[config.mk]
export PLATFORM = sky130hd
export DESIGN_NAME = uart_port_arbiter
export DESIGN_NICKNAME = d
export VERILOG_FILES = /design/src/rtl/uart_port_arbiter.sv
export SDC_FILE = /design/constraint.sdc
export NUM_CORES = 1
export LEC_CHECK = 0
export BUFFER_PORTS_ARGS = -buffer_cell sky130_fd_sc_hd__buf_2
export CORE_MARGIN = 1.5
export CORE_UTILIZATION = 48
export CTS_CLUSTER_SIZE = 28
export DETAILED_ROUTE_END_ITERATION = 7
export PLACE_DENSITY = 0.8
export RECOVER_POWER = 50
export SLEW_MARGIN = 40
export SYNTH_ARGS = -nofsm -noshare
export SYNTH_HDL_FRONTEND = slang
export SYNTH_SLANG_ARGS = --single-unit
[constraint.sdc]
create_clock -name clk -period 2.4 [get_ports clk]
set_input_delay 0.12 -clock clk [delete_from_list [all_inputs] [get_ports clk]]
set_output_delay 0.12 -clock clk [all_outputs]
set_load 0.02 [all_outputs]
[src/rtl/uart_port_arbiter.sv]
// Round-robin arbiter sharing one UART transmitter between two word requesters,
// with a transmit watchdog and a one-entry receive holding register.
module uart_port_arbiter #(
    parameter int unsigned TO_BITS   = 20,
    parameter int unsigned TO_CYCLES = 1000000,
    parameter int unsigned WIDTH     = 8
) (
    input  logic             clk,
    input  logic             rst,
    input  logic             req0,
    input  logic [31:0]      data0,
    output logic             ack0,
    input  logic             req1,
    input  logic [31:0]      data1,
    output logic             ack1,
    output logic [1:0]       grant,
    output logic             busy,
    output logic             uart_start,
    output logic [31:0]      uart_tx_data,
    input  logic             uart_txend,
    output logic             timeout_err,
    input  logic             clr_err,
    input  logic             rx_ready,
    input  logic [WIDTH-1:0] rx_data,
    output logic             rx_rd,
    output logic [WIDTH-1:0] rx_byte,
    output logic             rx_valid,
    input  logic             rx_ack
);

    typedef enum logic [1:0] {
        S_IDLE,
        S_START,
        S_WAIT_END,
        S_DONE
    } state_t;

    localparam logic [TO_BITS-1:0] TO_LAST = TO_BITS'(TO_CYCLES - 1);

    state_t             state_q, state_d;
    logic [1:0]         grant_q, grant_d;
    logic               busy_q, busy_d;
    logic               uart_start_q, uart_start_d;
    logic               ack0_q, ack0_d;
    logic               ack1_q, ack1_d;
    logic               lp_q, lp_d;
    logic [31:0]        tx_data_q, tx_data_d;
    logic [TO_BITS-1:0] cnt_q, cnt_d;
    logic               timeout_err_q, timeout_err_d;
    logic               to_set;
    logic               sel;

    logic [WIDTH-1:0]   rx_byte_q, rx_byte_d;
    logic               rx_valid_q, rx_valid_d;
    logic               rd_lock_q, rd_lock_d;
    logic               rx_rd_c;

    always_comb begin
        state_d      = state_q;
        grant_d      = grant_q;
        busy_d       = busy_q;
        uart_start_d = 1'b0;
        ack0_d       = 1'b0;
        ack1_d       = 1'b0;
        lp_d         = lp_q;
        tx_data_d    = tx_data_q;
        cnt_d        = cnt_q;
        to_set       = 1'b0;
        sel          = 1'b0;

        case (state_q)
            S_IDLE: begin
                if (req0 || req1) begin
                    // On a tie the requester that did not own the port last wins.
                    sel          = (req0 && req1) ? ~lp_q : req1;
                    tx_data_d    = sel ? data1 : data0;
                    grant_d      = sel ? 2'b10 : 2'b01;
                    lp_d         = sel;
                    busy_d       = 1'b1;
                    uart_start_d = 1'b1;
                    state_d      = S_START;
                end
            end
            S_START: begin
                cnt_d   = '0;
                state_d = S_WAIT_END;
            end
            S_WAIT_END: begin
                cnt_d = cnt_q + 1'b1;
                if (uart_txend || (cnt_q == TO_LAST)) begin
                    to_set  = ~uart_txend;
                    ack0_d  = grant_q[0];
                    ack1_d  = grant_q[1];
                    state_d = S_DONE;
                end
            end
            S_DONE: begin
                grant_d = '0;
                busy_d  = 1'b0;
                state_d = S_IDLE;
            end
            default: state_d = S_IDLE;
        endcase

        if (to_set)
            timeout_err_d = 1'b1;
        else if (clr_err)
            timeout_err_d = 1'b0;
        else
            timeout_err_d = timeout_err_q;
    end

    always_comb begin
        rx_rd_c    = rx_ready && (!rx_valid_q || rx_ack) && !rd_lock_q;
        rd_lock_d  = rx_rd_c;
        rx_byte_d  = rx_byte_q;
        rx_valid_d = rx_valid_q;
        // A read in the same cycle as an ack keeps the register full with the new byte.
        if (rx_rd_c) begin
            rx_byte_d  = rx_data;
            rx_valid_d = 1'b1;
        end else if (rx_ack) begin
            rx_valid_d = 1'b0;
        end
    end

    always_ff @(posedge clk) begin
        if (rst) begin
            state_q       <= S_IDLE;
            grant_q       <= '0;
            busy_q        <= 1'b0;
            uart_start_q  <= 1'b0;
            ack0_q        <= 1'b0;
            ack1_q        <= 1'b0;
            lp_q          <= 1'b1;
            tx_data_q     <= '0;
            cnt_q         <= '0;
            timeout_err_q <= 1'b0;
            rx_byte_q     <= '0;
            rx_valid_q    <= 1'b0;
            rd_lock_q     <= 1'b0;
        end else begin
            state_q       <= state_d;
            grant_q       <= grant_d;
            busy_q        <= busy_d;
            uart_start_q  <= uart_start_d;
            ack0_q        <= ack0_d;
            ack1_q        <= ack1_d;
            lp_q          <= lp_d;
            tx_data_q     <= tx_data_d;
            cnt_q         <= cnt_d;
            timeout_err_q <= timeout_err_d;
            rx_byte_q     <= rx_byte_d;
            rx_valid_q    <= rx_valid_d;
            rd_lock_q     <= rd_lock_d;
        end
    end

    assign ack0         = ack0_q;
    assign ack1         = ack1_q;
    assign grant        = grant_q;
    assign busy         = busy_q;
    assign uart_start   = uart_start_q;
    assign uart_tx_data = tx_data_q;
    assign timeout_err  = timeout_err_q;
    assign rx_rd        = rx_rd_c;
    assign rx_byte      = rx_byte_q;
    assign rx_valid     = rx_valid_q;

endmodule

* Word-level counts from Yosys, hierarchy flattened *
Cells that the tools add are included.
Widths: inputs -> output; s select.

cells by class
  reductions and logical operators = 18
  add/sub/neg operators = 1
  bitwise operators = 5
  equal/unequal tests = 6
  multiplexer cells = 18

operators with widths
  kind                   number
  $pmux 20 s2            1
  $mux 32                1
  $add 20x1->20 const B  1
  $eq 20x20->1 const B   1
  $mux 1                 9
  $mux 2                 4
  $pmux 2 s4             1
  $reduce_bool 2->1      4
  $reduce_and 2->1       3
  $not 1->1              5
  $eq 2x2->1 const B     2
  $ne 2x2->1 const B     2
  $pmux 2 s2             1
  $logic_and 1x1->1      3
  $logic_or 1x1->1       3
  $reduce_or 3->1        1
  $eq 2x1->1 const B     1
  $logic_not 1->1        2
  $logic_not 2->1        1
  $pmux 1 s2             1
  $reduce_or 2->1        1

word-level totals
  output and inout port bits = 49
  input bits = 80
  bits in registers = 72
  logic and storage cells = 61

* Depth between registers and ports, before layout *
  depth after elaboration = 5
  gate-level depth with buffers = 9

* Worst setup path after synthesis *
No wires, ideal clock.

  path type = reg2reg
  start = register state_q[1]
  end = register cnt_q[11]
  period minus slack after synthesis = 2.049 ns
  slack = 0.351 ns
  stages on the path, launching flop included = 9
  arrival time = 1.976 ns
  data required time = 2.327 ns
  path buffers = 2
  cells stage by stage = dfxtp_1 > inv_1 > ha_1 > buf_2 > nand3_1 > or4_4 > buf_6 > or3_1 > a21oi_1

between the ends
  word-level cells in the longest chain between the ends = 2
  elaborated cells between the ends (all ways) = 4
  those cells by class = eq/ne: 2; mux: 1; reduce/logical: 1

RTL lines
  element                                           line  source
  from (decl)                                       40    state_t state_q, state_d;
  from (signal assigned)                            143   state_q <= state_d;
  $eq 2x2->1 or $eq 2x1->1 (tied branches)          71    case (state_q)
  $pmux 20 s2 or $reduce_bool 2->1 (tied branches)  n/a
  to (signal assigned)                              151   cnt_q <= cnt_d;
  to (decl)                                         48    logic [TO_BITS-1:0] cnt_q, cnt_d;

Parallel ways exist; a longest one is shown, timed or not.
A chain may end at the register's enable or synchronous reset.

* Worst setup path after layout *
  start = register state_q[1]
  end = register cnt_q[15]

Same word-level chain as after synthesis.

==> flow_summary.toml <==
[floorplanning]
dieHeight_um = 83.6
ios = 129
start_util = 0.494
fp-row-count = 29
die_x_um = 83.6
die_area_um2 = 6990
core_um2 = 6310

[pwr]
p_leak_nw = 1.68
power.density_nw_per_um2 = 1050
vdd_drop_max_mv = 0.582

[placed_design]
hpwl_um = 5150
place.gp.congestion = 0.810
placed_cell_area_um2 = 3850
port_buffers = 128

[sta]
worst_slew_pin_slew_ns = 0.611
setup_viol = 0
rsz0062_at_grt = "no"
slew_violations = 0
finalHoldViolCount = 0
slew-limit-headroom = 0.593
post-route-period-util = 0.913
period_minus_slack_ns = 2.19
setup_tns_ns = 0
final.setup_skew_ns = 0.00576
fmax_mhz = 456

[clock_network]
cts_max_level = 3
clk_latency_ns = 0.33
path_clk_slew_ns = 0.07
clockBufferDepth = 2
numCtsBuffers = 9
cts_hold_buf = 0
cts_root_buf = "clkbuf_8"
cts.sinks = 72
cts_setup_buffers = 0
cts_tree = "done"

[cells_and_area]
final_common_cell = "buf_2"
fin_nets = 539
final_cell_area_um2 = 4050
n_antenna_cell = 0
drive_gt1_frac = 0.242
mostFrequentLayoutCells = "buf_2, dfxtp_1, nor2_1"
area_growth_syn_to_layout_pct = 29.7

[synth]
yosysWarnings = 0
synthSimpleGateAreaFrac = 0.185
synthMuxAreaShare = 0.132
syn_inst = 330
synth_top_area_frac = 0.462
synth_xor_area_frac = 0.0421
synth_area_leaders = "dfxtp_1, mux2i_1, a211oi_1"
synth.yosys.seq_area_share = 0.462
syn_nets = 415
syn_avg_cell_area_um2 = 9.45
yosys_register_bits = 72
synth_compound_area_frac = 0.123
ys_types = 38
synth_area_um2 = 3120
synthAdderAreaFrac = 0.0201
synth_top_area_cell = "dfxtp_1"
synth_top_family_by_area = "simple AND/OR/NAND/NOR gates"

[setup_path]
slowest_stage = "or4_4"
worstPathCellList = "inv_1 -> ha_1 -> nand3_1 -> or4_4 -> or3_1 -> a21oi_1"
critPathArrivalTime_ns = 2.46
r2r_slack_ns = 0.21
path_max_fanout = 8
cp-end-kind = "flop"
crit_type = "flop to flop"
crit_required_ns = 2.66
max_stage_delay_ns = 0.57
cp-start-kind = "flop"
path_delay_family = "simple AND/OR/NAND/NOR gates"
cp_num_buf_inv = 1

[routing]
met2WireLength_um = 3420
vias = 2723
route.detailed.wl_per_inst_um = 12.7
viasPerCell = 5.08
postRouteWirelength_um = 6800
drcViolationCount = 0
first_iter_violations = 53
drtPass1Iterations = 4
highest_layer = "met4"
dr_wl_met3_um = 358
postRouteAntennaNets = 0
wirelength_met1_um = 2910

[outcome]
status = "finished, final reports clean"

[global_routing]
grt_max_degree = 66
grt.total_usage = 0.194
antenna_found_initial = 0
gr-total-overflow = 0
grt_pass1_vias = 2633
grt_pass1_wl_um = 11200

[min_path]
hp-class = "input pin to flop"

[run]
maxCapViolCount = 0
## state kept, by name (all words and copies together), names as in the netlist
register      flops
ack0              1
ack1              1
busy              1
cnt_q            20
grant             2
lp_q              1
rd_lock_q         1
rx_byte           8
rx_valid          1
state_q           2
timeout_err       1
uart_start        1
uart_tx_data     32
## metal layers
| layer | track usage | vias up |
|---|---|---|
| li1 | - | 1405 |
| met5 | 0 | - |
| met3 | 0.0425 | 9 |
| met4 | 0.0924 | 0 |
| met1 | 0.216 | 1231 |
| met2 | 0.348 | 78 |
## cell usage after synthesis
| master | count |
|---|---|
| nor3b_2 | 2 |
| ha_1 | 5 |
| o21ai_1 | 1 |
| buf_2 | 4 |
| a211oi_1 | 32 |
| buf_6 | 1 |
| and4_1 | 2 |
| xnor2_1 | 7 |
| or4_4 | 1 |
| buf_1 | 4 |
| a32oi_1 | 1 |
| nor2b_1 | 4 |
| o21ai_2 | 1 |
| or3_1 | 4 |
| or4bb_1 | 1 |
| nor4b_4 | 1 |
| nor3_1 | 3 |
| a21boi_0 | 1 |
| and2_1 | 4 |
| inv_2 | 1 |
| a221oi_2 | 1 |
| o211a_1 | 1 |
| nand3_1 | 6 |
| inv_1 | 6 |
| a21oi_1 | 9 |
| nand2_2 | 1 |
| nand4_1 | 6 |
| or4_1 | 1 |
| xor2_1 | 8 |
| o21ai_0 | 7 |
| and3_1 | 2 |
| nand2_1 | 12 |
| a22oi_1 | 1 |
| dfxtp_1 | 72 |
| nand2b_1 | 6 |
| mux2i_1 | 41 |
| clkbuf_1 | 11 |
| nor2_1 | 59 |
## repair_timing
action / 4_1_cts / 5_1_grt
setup endpoints to repair: 0 / 2
endpoints found under the hold margin: 0 / 0
gates resized for setup: 0 / 1
## through the flow
| step | utilization | hold WS [ns] | std cells | power (mW) | worst slack (ns) |
|---|---|---|---|---|---|
| 4_1_cts | 0.650 | 0.0113 | 536 | 4.34 | 0.212 |
| 5_1_grt | 0.641 | 0.0192 | 536 | 4.49 | 0.0771 |
| 2_1_floorplan | - | 0.268 | 330 | 2.65 | 0.351 |
| 3_5_place_dp | 0.610 | 0.369 | 520 | 3.15 | 0.222 |
| 3_3_place_gp | 0.610 | 0.357 | 520 | 3.09 | 0.365 |
| 6_report | 0.641 | 0.0222 | 536 | 4.24 | 0.208 |
## worst register-to-register path, cell delays in order (launching register included)
cell	delay (ns)
dfxtp_1	0.39
inv_1	0.08
ha_1	0.43
nand3_1	0.14
or4_4	0.57
or3_1	0.37
a21oi_1	0.15
## cell families after synthesis
group	after synthesis
compound gates	55
flops	72
fa+ha+maj	5
mux	41
simple gates	115
buf+inv	27
xor+xnor	15
## layout make-up
type	instances	area [µm²]
multi-input cells	231	1590
inverters	7	26.3
fillers	583	2270
clock buffers	11	151
well taps	77	96.3
clock inverters	5	103
repair buffers	133	639
flip-flops and latches	72	1440
## final timing paths
| path | start | cells past startpoint | endpoint |
|---|---|---|---|
| worst max-delay path | state_q[1] | 6 | cnt_q[15] |
| worst min-delay path | rx_data[2] | 3 | rx_byte[2] |
| worst max register to register | state_q[1] | 6 | cnt_q[15] |
| worst min register to register | busy | 2 | busy |
## report_power, final
group	internal [mW]	switching [mW]
Clock	0.746	0.440
Sequential	1.45	0.140
Combinational	0.519	0.948
Power figures use the tool's default switching activity.
